===== src/rtl/i2c_codec_master_if.sv =====
// Command/response handshake and open-drain pad signals of the codec I2C master.
// "slave" is the I2C master block's view; "master" is the requester/pad side.
interface i2c_codec_master_if;
    logic       cmd_valid;
    logic       cmd_ready;
    logic [6:0] cmd_dev_addr;
    logic       cmd_rnw;
    logic [7:0] cmd_reg;
    logic [7:0] cmd_sub;
    logic [7:0] cmd_wdata;
    logic       rsp_valid;
    logic [7:0] rsp_rdata;
    logic       rsp_ack_err;
    logic       busy;
    logic       scl_oe;
    logic       scl_i;
    logic       sda_oe;
    logic       sda_i;

    modport master (
        output cmd_valid, cmd_dev_addr, cmd_rnw, cmd_reg, cmd_sub, cmd_wdata,
        output scl_i, sda_i,
        input  cmd_ready, rsp_valid, rsp_rdata, rsp_ack_err, busy, scl_oe, sda_oe
    );

    modport slave (
        input  cmd_valid, cmd_dev_addr, cmd_rnw, cmd_reg, cmd_sub, cmd_wdata,
        input  scl_i, sda_i,
        output cmd_ready, rsp_valid, rsp_rdata, rsp_ack_err, busy, scl_oe, sda_oe
    );
endinterface


===== src/rtl/i2c_codec_master.sv =====
// I2C master for the audio codec control port: START, addr, reg, sub, data/read byte, STOP.
// Optional slave clock stretching: define I2C_CLK_STRETCH_EN.
module i2c_codec_master #(
    parameter int CLK_DIV = 125
) (
    input  logic               clk,
    input  logic               rst_n,
    i2c_codec_master_if.slave  bus
);
    localparam int CNT_W = (CLK_DIV > 1) ? $clog2(CLK_DIV) : 1;

    typedef enum logic [2:0] {S_IDLE, S_START, S_BYTE, S_ACK, S_STOP, S_DONE} state_t;

    state_t     r_state, w_state_n;
    logic [CNT_W-1:0] r_cnt, w_cnt_n;
    logic [1:0] r_q, w_q_n;
    logic [2:0] r_bit, w_bit_n;
    logic [1:0] r_idx, w_idx_n;
    logic [7:0] r_shift, w_shift_n;
    logic [7:0] r_rx, w_rx_n;
    logic       r_nack, w_nack_n;
    logic [6:0] r_dev, w_dev_n;
    logic       r_rnw, w_rnw_n;
    logic [7:0] r_reg, w_reg_n;
    logic [7:0] r_sub, w_sub_n;
    logic [7:0] r_wdata, w_wdata_n;
    logic       r_scl_oe, w_scl_oe_n;
    logic       r_sda_oe, w_sda_oe_n;
    logic [1:0] r_sda_s;
    logic       r_rsp_valid;
    logic [7:0] r_rsp_rdata;
    logic       r_rsp_ack_err;

    logic w_wrap, w_rel, w_hold, w_rd_byte, w_sda;

    assign w_wrap    = (r_cnt == CNT_W'(CLK_DIV - 1));
    assign w_rd_byte = (r_idx == 2'd3) && r_rnw;
    assign w_sda     = r_sda_s[1];

    always_comb begin
        w_rel = 1'b0;
        case (r_state)
            S_START:       w_rel = 1'b1;
            S_BYTE, S_ACK: w_rel = r_q[1];
            S_STOP:        w_rel = (r_q != 2'd0);
            default:       w_rel = 1'b0;
        endcase
    end

`ifdef I2C_CLK_STRETCH_EN
    // Only a slave can hold SCL low once our own registered pull-down is gone.
    assign w_hold = w_rel && !r_scl_oe && !bus.scl_i;
`else
    assign w_hold = 1'b0;
`endif

    always_comb begin
        w_state_n = r_state;
        w_cnt_n   = r_cnt;
        w_q_n     = r_q;
        w_bit_n   = r_bit;
        w_idx_n   = r_idx;
        w_shift_n = r_shift;
        w_rx_n    = r_rx;
        w_nack_n  = r_nack;
        w_dev_n   = r_dev;
        w_rnw_n   = r_rnw;
        w_reg_n   = r_reg;
        w_sub_n   = r_sub;
        w_wdata_n = r_wdata;
        case (r_state)
            S_IDLE: if (bus.cmd_valid) begin
                w_state_n = S_START;
                w_cnt_n   = '0;
                w_q_n     = 2'd0;
                w_dev_n   = bus.cmd_dev_addr;
                w_rnw_n   = bus.cmd_rnw;
                w_reg_n   = bus.cmd_reg;
                w_sub_n   = bus.cmd_sub;
                w_wdata_n = bus.cmd_wdata;
                w_shift_n = {bus.cmd_dev_addr, bus.cmd_rnw};
                w_nack_n  = 1'b0;
                w_rx_n    = 8'h00;
            end
            S_DONE: w_state_n = S_IDLE;
            default: if (!w_hold) begin
                if (w_wrap) begin
                    w_cnt_n = '0;
                    w_q_n   = r_q + 2'd1;
                    case (r_state)
                        S_START: if (r_q == 2'd3) begin
                            w_state_n = S_BYTE;
                            w_bit_n   = 3'd7;
                            w_idx_n   = 2'd0;
                        end
                        S_BYTE: begin
                            if (r_q == 2'd2 && w_rd_byte) w_rx_n = {r_rx[6:0], w_sda};
                            if (r_q == 2'd3) begin
                                if (r_bit == 3'd0) begin
                                    w_state_n = S_ACK;
                                end else begin
                                    w_bit_n   = r_bit - 3'd1;
                                    w_shift_n = {r_shift[6:0], 1'b0};
                                end
                            end
                        end
                        S_ACK: begin
                            // The ACK after the read byte is ours (a NACK), not the slave's.
                            if (r_q == 2'd2 && !w_rd_byte && w_sda) w_nack_n = 1'b1;
                            if (r_q == 2'd3) begin
                                if (r_nack || r_idx == 2'd3) begin
                                    w_state_n = S_STOP;
                                end else begin
                                    w_state_n = S_BYTE;
                                    w_idx_n   = r_idx + 2'd1;
                                    w_bit_n   = 3'd7;
                                    case (r_idx)
                                        2'd0:    w_shift_n = r_reg;
                                        2'd1:    w_shift_n = r_sub;
                                        default: w_shift_n = r_wdata;
                                    endcase
                                end
                            end
                        end
                        S_STOP: if (r_q == 2'd3) w_state_n = S_DONE;
                        default: ;
                    endcase
                end else begin
                    w_cnt_n = r_cnt + 1'b1;
                end
            end
        endcase
    end

    always_comb begin
        w_scl_oe_n = 1'b0;
        w_sda_oe_n = 1'b0;
        case (r_state)
            S_START: w_sda_oe_n = r_q[1];
            S_BYTE: begin
                w_scl_oe_n = !r_q[1];
                w_sda_oe_n = !w_rd_byte && !r_shift[7];
            end
            S_ACK:   w_scl_oe_n = !r_q[1];
            S_STOP: begin
                w_scl_oe_n = (r_q == 2'd0);
                w_sda_oe_n = (r_q <= 2'd1);
            end
            default: ;
        endcase
    end

    always_ff @(posedge clk or negedge rst_n) begin
        if (!rst_n) begin
            r_state       <= S_IDLE;
            r_cnt         <= '0;
            r_q           <= 2'd0;
            r_bit         <= 3'd0;
            r_idx         <= 2'd0;
            r_shift       <= 8'h00;
            r_rx          <= 8'h00;
            r_nack        <= 1'b0;
            r_dev         <= 7'h00;
            r_rnw         <= 1'b0;
            r_reg         <= 8'h00;
            r_sub         <= 8'h00;
            r_wdata       <= 8'h00;
            r_scl_oe      <= 1'b0;
            r_sda_oe      <= 1'b0;
            r_sda_s       <= 2'b11;
            r_rsp_valid   <= 1'b0;
            r_rsp_rdata   <= 8'h00;
            r_rsp_ack_err <= 1'b0;
        end else begin
            r_state     <= w_state_n;
            r_cnt       <= w_cnt_n;
            r_q         <= w_q_n;
            r_bit       <= w_bit_n;
            r_idx       <= w_idx_n;
            r_shift     <= w_shift_n;
            r_rx        <= w_rx_n;
            r_nack      <= w_nack_n;
            r_dev       <= w_dev_n;
            r_rnw       <= w_rnw_n;
            r_reg       <= w_reg_n;
            r_sub       <= w_sub_n;
            r_wdata     <= w_wdata_n;
            r_scl_oe    <= w_scl_oe_n;
            r_sda_oe    <= w_sda_oe_n;
            r_sda_s     <= {r_sda_s[0], bus.sda_i};
            r_rsp_valid <= (r_state == S_DONE);
            if (r_state == S_DONE) begin
                r_rsp_rdata   <= (r_rnw && !r_nack) ? r_rx : 8'h00;
                r_rsp_ack_err <= r_nack;
            end
        end
    end

    assign bus.cmd_ready   = (r_state == S_IDLE);
    assign bus.busy        = (r_state != S_IDLE) && (r_state != S_DONE);
    assign bus.rsp_valid   = r_rsp_valid;
    assign bus.rsp_rdata   = r_rsp_rdata;
    assign bus.rsp_ack_err = r_rsp_ack_err;
    assign bus.scl_oe      = r_scl_oe;
    assign bus.sda_oe      = r_sda_oe;
endmodule


===== src/flat_wrapper.sv =====
// flat-port wrapper written by rule: the top's interface ports become plain ports
module i2c_codec_master_flat 
#(
    parameter int CLK_DIV = 125
)
  (clk, rst_n, bus_cmd_valid, bus_cmd_dev_addr, bus_cmd_rnw, bus_cmd_reg, bus_cmd_sub, bus_cmd_wdata, bus_scl_i, bus_sda_i, bus_cmd_ready, bus_rsp_valid, bus_rsp_rdata, bus_rsp_ack_err, bus_busy, bus_scl_oe, bus_sda_oe);
  i2c_codec_master_if bus_i ();
  input  logic clk;
  input  logic rst_n;
  input wire logic [$bits(bus_i.cmd_valid)-1:0] bus_cmd_valid;
  input wire logic [$bits(bus_i.cmd_dev_addr)-1:0] bus_cmd_dev_addr;
  input wire logic [$bits(bus_i.cmd_rnw)-1:0] bus_cmd_rnw;
  input wire logic [$bits(bus_i.cmd_reg)-1:0] bus_cmd_reg;
  input wire logic [$bits(bus_i.cmd_sub)-1:0] bus_cmd_sub;
  input wire logic [$bits(bus_i.cmd_wdata)-1:0] bus_cmd_wdata;
  input wire logic [$bits(bus_i.scl_i)-1:0] bus_scl_i;
  input wire logic [$bits(bus_i.sda_i)-1:0] bus_sda_i;
  output wire logic [$bits(bus_i.cmd_ready)-1:0] bus_cmd_ready;
  output wire logic [$bits(bus_i.rsp_valid)-1:0] bus_rsp_valid;
  output wire logic [$bits(bus_i.rsp_rdata)-1:0] bus_rsp_rdata;
  output wire logic [$bits(bus_i.rsp_ack_err)-1:0] bus_rsp_ack_err;
  output wire logic [$bits(bus_i.busy)-1:0] bus_busy;
  output wire logic [$bits(bus_i.scl_oe)-1:0] bus_scl_oe;
  output wire logic [$bits(bus_i.sda_oe)-1:0] bus_sda_oe;
  assign bus_i.cmd_valid = bus_cmd_valid;
  assign bus_i.cmd_dev_addr = bus_cmd_dev_addr;
  assign bus_i.cmd_rnw = bus_cmd_rnw;
  assign bus_i.cmd_reg = bus_cmd_reg;
  assign bus_i.cmd_sub = bus_cmd_sub;
  assign bus_i.cmd_wdata = bus_cmd_wdata;
  assign bus_i.scl_i = bus_scl_i;
  assign bus_i.sda_i = bus_sda_i;
  assign bus_cmd_ready = bus_i.cmd_ready;
  assign bus_rsp_valid = bus_i.rsp_valid;
  assign bus_rsp_rdata = bus_i.rsp_rdata;
  assign bus_rsp_ack_err = bus_i.rsp_ack_err;
  assign bus_busy = bus_i.busy;
  assign bus_scl_oe = bus_i.scl_oe;
  assign bus_sda_oe = bus_i.sda_oe;
  i2c_codec_master #(.CLK_DIV(CLK_DIV)) u_core (.clk(clk), .rst_n(rst_n), .bus(bus_i));
endmodule

===== config.mk =====
export PLATFORM = sky130hd
export DESIGN_NAME = i2c_codec_master_flat
export DESIGN_NICKNAME = d
export VERILOG_FILES = /design/src/rtl/i2c_codec_master_if.sv /design/src/rtl/i2c_codec_master.sv /design/src/flat_wrapper.sv
export SDC_FILE = /design/constraint.sdc
export NUM_CORES = 1
export LEC_CHECK = 0
export CELL_PAD_IN_SITES_DETAIL_PLACEMENT = 0
export CELL_PAD_IN_SITES_GLOBAL_PLACEMENT = 1
export CORE_ASPECT_RATIO = 1.1
export CORE_MARGIN = 5
export CORE_UTILIZATION = 45
export CTS_BUF_LIST = sky130_fd_sc_hd__clkbuf_8
export DETAILED_ROUTE_END_ITERATION = 12
export PLACE_DENSITY = 0.84
export RECOVER_POWER = 50
export SYNTH_ARGS = -nofsm -noshare
export SYNTH_HDL_FRONTEND = slang
export SYNTH_SLANG_ARGS = --single-unit

===== constraint.sdc =====
create_clock -name clk -period 2.4 [get_ports clk]
set_input_delay 0.48 -clock clk [delete_from_list [all_inputs] [get_ports clk]]
set_output_delay 0.48 -clock clk [all_outputs]
set_load 0.05 [all_outputs]

# --- After elaboration in Yosys (flattened, before gate mapping) ---
# Index checks and enable logic that the tools add are counted.
op_classes:
  add_sub_neg: 4
  magnitude_cmp: 1
  eq_ne: 26
  muxes: 48
  n_bitwise: 2
  n_reduce_logical: 38
ops:
  columns: ["op", "n"]
  rows:
  - ["$mux 8", 11]
  - ["$pmux 8 s2", 4]
  - ["$mux 3", 13]
  - ["$reduce_and 8->1", 3]
  - ["$ne 4x2->1 const B", 5]
  - ["$mux 7", 2]
  - ["$pmux 7 s2", 1]
  - ["$pmux 3 s4", 1]
  - ["$reduce_bool 2->1", 6]
  - ["$reduce_bool 3->1", 4]
  - ["$mux 2", 5]
  - ["$reduce_and 5->1", 2]
  - ["$ne 3x3->1 const B", 3]
  - ["$pmux 3 s3", 1]
  - ["$pmux 2 s2", 2]
  - ["$add 7x1->7 const B", 1]
  - ["$eq 7x7->1 const B", 1]
  - ["$logic_and 1x1->1", 7]
  - ["$eq 2x2->1 const B", 3]
  - ["$eq 3x2->1 const B", 2]
  - ["$eq 3x3->1 const B", 2]
  - ["$logic_not 3->1", 2]
  - ["$ne 2x1->1 const B", 3]
  - ["$ne 2x2->1 const B", 3]
  - ["other kinds (19)", 32]
word_totals:
  ff_bits: 73
  input_bits: 37
  output_inout_bits: 14
  word_cells: 137

# --- Logic depth before layout (Yosys ltp) ---
# Gate-level depths: netlist of the first run.
logic_depth:
  depth_word: 9
  mapped_depth: 7
  mapped_depth_nobuf: 6

# --- Worst setup path after synthesis of the first run ---
# No wires, ideal clock.
synth_timing:
  path_kind: "reg2out"
  start: "register u_core.r_state[2]"
  end: "output bus_busy"
  arrival_ns: 1.289
  required_time_ns: 1.920
  path_slack_ns: 0.631
  stages_incl_launch_ff: 5
  path_buffers: 1
  cell_sequence: "dfrtp_1 -> buf_6 -> nor2b_1 -> nor3_2 -> inv_1"
synth_via:
  elab_chain_len: 2
  elab_cells_between_ends: 3
  cone_classes: "1 x eq/ne; 2 x reduce/logical"
synth_lines:
  columns: ["element", "line", "text"]
  rows:
  - ["from (decl)", "i2c_codec_master.sv:14", "state_t r_state, w_state_n;"]
  - ["from (signal assigned)", "i2c_codec_master.sv:175", "r_state <= w_state_n;"]
  - ["$ne 3x3->1 or $reduce_bool 3->1 (tied branches)", "i2c_codec_master.sv:200", "assign bus.busy = (r_state != S_IDLE) && (r_state != S_DONE);"]
  - ["$logic_and 1x1->1 (*)", "i2c_codec_master.sv:200", null]
  - ["to (decl)", "flat_wrapper.sv:22", "output wire logic [$bits(bus_i.busy)-1:0] bus_busy;"]
# Every way passes the cells marked *; elsewhere a longest branch is shown, timed or not.

# --- Worst setup path after layout of the first run ---
layout_timing:
  start: "register u_core.r_state[0]"
  end: "output bus_busy"
# Same word-level chain as after synthesis.

==> flow_metrics.tcl, run 1 <==
set metrics [dict create \
    clk_pin_slew_ps 80 \
    path_class "flip-flop to primary output" \
    ctsHoldBuffers 0 \
    crit_path_top_delay_cell "dfrtp_1" \
    critPathTopFamily "simple AND/OR/NAND/NOR gates" \
    layout-drive-gt1-share 0.1354 \
    syn_area_um2 3625 \
    worstMarginPinSlew_ps 1067 \
    fp.dieH_um 104.1 \
    clock_skew_ps 8.188 \
    dp_slack_ps 325.6 \
    cts_setup_buffers 0 \
    drtIter0Drc 77 \
    tns_ps 0 \
    leakagePower_nw 1.961 \
    track_usage 0.1601 \
    critPathArrivalTime_ps 1820 \
    timing.critical_path.buf_inv 2 \
    fin_crit_sh 0.9563 \
    fill_cells 690 \
    numCtsBuffers 9 \
    slew_headroom 0.2884 \
    grt_pass1_vias 2629 \
    die_area_um2 9952 \
    cts_tree "yes" \
    multi_input_area_um2 1623 \
    cts_buffer_depth 2 \
    antenna_found_initial 0 \
    ys.flop_type "dfrtp_1" \
    max_freq_mhz 435.7 \
    critPathRequiredTime_ps 1920 \
    seq_area_frac_synth 0.5047 \
    vdd_ir_drop_max_v 0.0005289 \
    synth_edf_count 0 \
    core_um2 7870 \
    htreeDepth 3 \
    start_util 0.4606 \
    rsz0062_at_grt "false" \
    cp_max_fo 7 \
    start_kind "flip-flop" \
    num-nets-final 427 \
    yosysUniqueCellTypes 52 \
    setup_viol 0 \
    dp_hpwl_mm 5.366 \
    overflow 0 \
    post-route-min-period_ps 2295 \
    syn-instance-count 321 \
    cts_num_sinks 73 \
    async_flop_share 1.000 \
    status "complete, no violations" \
    num_antenna_cells 0 \
    dr.pass1.iters 4 \
    final_hold_viol_count 0 \
    num_vias 2565 \
    grt_pass1_wl_mm 12.63 \
    avgViaCountPerCell 5.213 \
    setup_slack_ps 104.8 \
    area_growth_pct 24.23 \
    synth_warnings 0 \
    rr_worst_depth 4 \
    drc 0 \
    critical_path_cell_count 4 \
    register_area_um2 1829 \
    grt_start_max_net_pins 44 \
    endpoint_kind "primary output" \
    fp-row-count 34 \
    powerDensity_nw_per_um2 910.5 \
    cts-root-buf "clkbuf_8" \
    io_buffers 49 \
    cts-resized-gates 0 \
    ant_nets 0 \
    place_congestion 0.8328 \
    hold_class "input pin to asynchronous set/reset pin" \
    ys_ff_latch 73 \
    syn_nets 369 \
    slowest_delay_ps 490 \
    wl_per_cell_um 14.67 \
    die_w_um 95.57 \
    boundaryPins 51 \
    path_cells "nor2b_1 > nor3_2 > inv_1 > buf_12" \
    power_w 0.004100 \
    synth.avg_cell_area_um2 11.29 \
    clock_latency_ps 350 \
    maxCapViolations 0 \
    drv_slew 0 \
    drt-total-wl_mm 7.218 \
]
[routing by layer]
metal / vias up / part of all wire / track usage
met5: - / 0 / 0
met1: 1245 / 0.46 / 0.2153
met2: 44 / 0.48 / 0.2449
li1: 1268 / - / -
met4: 0 / 0.014 / 0.05183
met3: 8 / 0.046 / 0.04920
[power by group]
group / switching, W / leakage (nW) / internal [W]
sequential: 0.000212 / 0.934 / 0.00155
clock: 0.000462 / 0.124 / 0.000714
combinational: 0.000572 / 0.903 / 0.000594
total: 0.00125 / 1.96 / 0.00286
[placed cells by master (no fill, tap or decap), drive strengths merged, types with 2 or more instances in the layout]
master / netlist / final
a211oi: 7 / 7
a21oi: 9 / 9
a22o: 16 / 16
a31oi: 2 / 2
a41oi: 2 / 2
and3b: 2 / 2
buf: 14 / 12
bufinv: 0 / 3
clkbuf: 2 / 15
clkdlybuf4s50: 0 / 45
dfrtp: 71 / 71
dfstp: 2 / 2
ha: 11 / 11
inv: 17 / 18
mux2: 37 / 37
mux2i: 2 / 2
nand2: 33 / 33
nand2b: 2 / 2
nand3: 10 / 10
nand4: 4 / 4
nor2: 14 / 14
nor2b: 6 / 6
nor3: 3 / 3
o2111ai: 2 / 2
o21ai: 20 / 20
o31ai: 9 / 9
or3: 6 / 6
[synth_stat cells (4+ instances only)]
cell	count	area [um2]
ha_1	11	137.6
o21ai_0	17	85.08
a21oi_1	9	45.04
buf_6	4	45.04
inv_1	15	56.30
dfrtp_1	71	1777
a22o_1	16	140.1
o31ai_1	9	67.56
nor2_1	13	48.80
nor2b_1	6	37.54
mux2_2	12	135.1
a211oi_1	7	52.55
or3_1	6	37.54
buf_4	4	30.03
nand4_1	4	25.02
mux2_1	25	281.5
nand2_1	33	123.9
nand3_1	10	50.05
[path summary, 6_finish.rpt]
check                                              start                              to  slack (ps)
setup / recovery           u_core.r_state[0]$_DFFE_PN0P_                        bus_busy         100
hold / removal                                     rst_n  u_core.bus.rsp_valid$_DFF_PN0_         160
setup reg to reg           u_core.r_state[1]$_DFFE_PN0P_      u_core.r_rx[0]$_DFFE_PN0P_         300
hold reg to reg              u_core.r_sda_s[0]$_DFF_PN1_     u_core.r_sda_s[1]$_DFF_PN1_         360
max in group asynchronous                          rst_n   u_core.r_shift[1]$_DFFE_PN0P_         720
min in group clk             u_core.r_sda_s[0]$_DFF_PN1_     u_core.r_sda_s[1]$_DFF_PN1_         360
[cell type report]
cell class,count,share of cell area
sequential,73,0.4062
clock inverter,6,0.02362
tap,108,0.03001
clock buffer,10,0.03056
multi-input combinational,215,0.3604
inverter,17,0.01417
timing repair buffer,63,0.1350
[metrics by stage]
stage	std cells	util	instance area, um2	hold WS [ps]
global route	492	0.5722	4503	234.8
CTS	492	0.5757	4531	19.37
floorplan	321	-	3625	184.4
global placement	476	0.5447	4287	347.6
finish	492	0.5722	4503	159.4
detailed placement	476	0.5447	4287	348.2
[cells by family after synthesis]
kind of cell / Yosys count / synth area share
simple gates: 87 / 0.1281
compound gates: 77 / 0.1588
flops: 73 / 0.5047
mux: 39 / 0.1205
buf+inv: 33 / 0.04763
fa+ha+maj: 11 / 0.03797
xor+xnor: 1 / 0.002417
Note: power is estimated with default switching activity, not from simulation.
==> inputs of run 2 (changes only) <==
--- a/config.mk
+++ b/config.mk
@@ -12,8 +12,10 @@
 export CORE_UTILIZATION = 45
 export CTS_BUF_LIST = sky130_fd_sc_hd__clkbuf_8
 export DETAILED_ROUTE_END_ITERATION = 12
+export MAX_ROUTING_LAYER = met4
 export PLACE_DENSITY = 0.84
 export RECOVER_POWER = 50
+export SLEW_MARGIN = 20
 export SYNTH_ARGS = -nofsm -noshare
 export SYNTH_HDL_FRONTEND = slang
 export SYNTH_SLANG_ARGS = --single-unit
==> flow_metrics.tcl, run 2 (synthesis results as in run 1) <==
set metrics [dict create \
    track_usage 0.1644 \
    num_vias 2577 \
    worstMarginPinSlew_ps 1077 \
    slowest_delay_ps 520 \
    die_area_um2 9952 \
    final_common_cell "dfrtp_1" \
    grt_pass1_vias 2633 \
    slew_headroom 0.2823 \
    critPathArrivalTime_ps 1800 \
    cts_buffer_depth 2 \
    place_congestion 0.8455 \
    ant_nets 0 \
    layout-drive-gt1-share 0.1354 \
    fin_crit_sh 0.9511 \
    wl_per_cell_um 14.58 \
    powerDensity_nw_per_um2 909.1 \
    power_w 0.004094 \
    start_kind "flip-flop" \
    critPathTopFamily "flip-flops" \
    fill_cells 690 \
    die_w_um 95.57 \
    critPathRequiredTime_ps 1920 \
    cts_tree "yes" \
    drtIter0Drc 84 \
    io_buffers 49 \
    cts_num_sinks 73 \
    boundaryPins 51 \
    num-nets-final 427 \
    clk_pin_slew_ps 80 \
    numCtsBuffers 9 \
    cts-root-buf "clkbuf_8" \
    hold_class "input pin to asynchronous set/reset pin" \
    cts_setup_buffers 0 \
    clock_skew_ps 8.007 \
    path_cells "nor2b_1 > nor3_2 > inv_1 > buf_12" \
    grt_start_max_net_pins 44 \
    setup_slack_ps 117.5 \
    dr.pass1.iters 4 \
    area_growth_pct 24.23 \
    num_antenna_cells 0 \
    grt_pass1_wl_mm 12.64 \
    drc 0 \
    clock_latency_ps 340 \
    final_hold_viol_count 0 \
    htreeDepth 3 \
    path_class "flip-flop to primary output" \
    vdd_ir_drop_max_v 0.0005279 \
    timing.critical_path.buf_inv 2 \
    startpoint "u_core.r_state[0]$_DFFE_PN0P_" \
    reg2reg_from "u_core.r_state[1]$_DFFE_PN0P_" \
    leakagePower_nw 1.961 \
    endpoint_kind "primary output" \
    core_um2 7870 \
    cp_max_fo 7 \
    crit_path_top_delay_cell "dfrtp_1" \
    start_util 0.4606 \
    fp.dieH_um 104.1 \
    dp_hpwl_mm 5.366 \
    setup_viol 0 \
    cts-resized-gates 0 \
    antenna_found_initial 0 \
    fp-row-count 34 \
    avgViaCountPerCell 5.238 \
    dp_slack_ps 325.6 \
    rsz0062_at_grt "false" \
    layout_common_cells "dfrtp_1 (71), clkdlybuf4s50_1 (45), nand2_1 (33)" \
    maxCapViolations 0 \
    drv_slew 0 \
    drt-total-wl_mm 7.173 \
    tns_ps 0 \
    max_freq_mhz 438.1 \
    overflow 0 \
    ctsHoldBuffers 0 \
    status "complete, no violations" \
    post-route-min-period_ps 2283 \
]
-- run 2: final timing paths --
path	end	slack (ps)	cells past startpoint
max in group asynchronous	u_core.r_shift[1]$_DFFE_PN0P_	720	2
worst max-delay path	bus_busy	120	4
min in group clk	u_core.r_sda_s[1]$_DFF_PN1_	360	0
worst max register to register	u_core.r_rx[0]$_DFFE_PN0P_	250	4
worst min-delay path	u_core.bus.rsp_valid$_DFF_PN0_	160	1
worst min register to register	u_core.r_sda_s[1]$_DFF_PN1_	360	0
-- run 2: final cells by class --
| cell class | count | area (um2) | area share |
|---|---|---|---|
| Clock inverter | 6 | 106.4 | 0.02362 |
| Multi-Input combinational cell | 215 | 1623 | 0.3604 |
| Inverter | 17 | 63.81 | 0.01417 |
| Timing Repair Buffer | 63 | 608.1 | 0.1350 |
| Sequential cell | 73 | 1829 | 0.4062 |
| Clock buffer | 10 | 137.6 | 0.03056 |
| Tap cell | 108 | 135.1 | 0.03001 |
-- run 2: stage by stage --
| step | hold WS (ps) | cells | utilization | instance area [um2] |
|---|---|---|---|---|
| floorplan | 184.4 | 321 | - | 3625 |
| global placement | 347.6 | 476 | 0.5447 | 4287 |
| detailed placement | 348.2 | 476 | 0.5447 | 4287 |
| CTS | 19.37 | 492 | 0.5757 | 4531 |
| global route | 234.8 | 492 | 0.5722 | 4503 |
| finish | 156.6 | 492 | 0.5722 | 4503 |
-- run 2: per-layer routing --
| metal | routed length (um) | track usage |
|---|---|---|
| met3 | 321 | 0.04414 |
| met2 | 3471 | 0.2449 |
| met1 | 3303 | 0.2181 |
| met4 | 76 | 0.05183 |
| met5 | 0 | - |
-- run 2: power breakdown --
| group | total, W | internal (W) | leakage [nW] | switching (W) |
|---|---|---|---|---|
| sequential | 0.00176 | 0.00155 | 0.934 | 0.000211 |
| combinational | 0.00116 | 0.000594 | 0.903 | 0.000570 |
| clock | 0.00117 | 0.000714 | 0.124 | 0.000458 |
-- run 2: worst register-to-register path, stage by stage (launching register included) --
cell,delay (ps)
dfrtp_1,510
clkbuf_1,490
or3b_1,510
nor3_4,390
a22o_1,190
==> inputs of run 3 (changes only) <==
--- a/config.mk
+++ b/config.mk
@@ -12,7 +12,6 @@
 export CORE_UTILIZATION = 45
 export CTS_BUF_LIST = sky130_fd_sc_hd__clkbuf_8
 export DETAILED_ROUTE_END_ITERATION = 12
-export MAX_ROUTING_LAYER = met4
 export PLACE_DENSITY = 0.84
 export RECOVER_POWER = 50
 export SLEW_MARGIN = 20
==> results of run 3 <==
Final layout, timing and power as in run 1 (identical DEF).
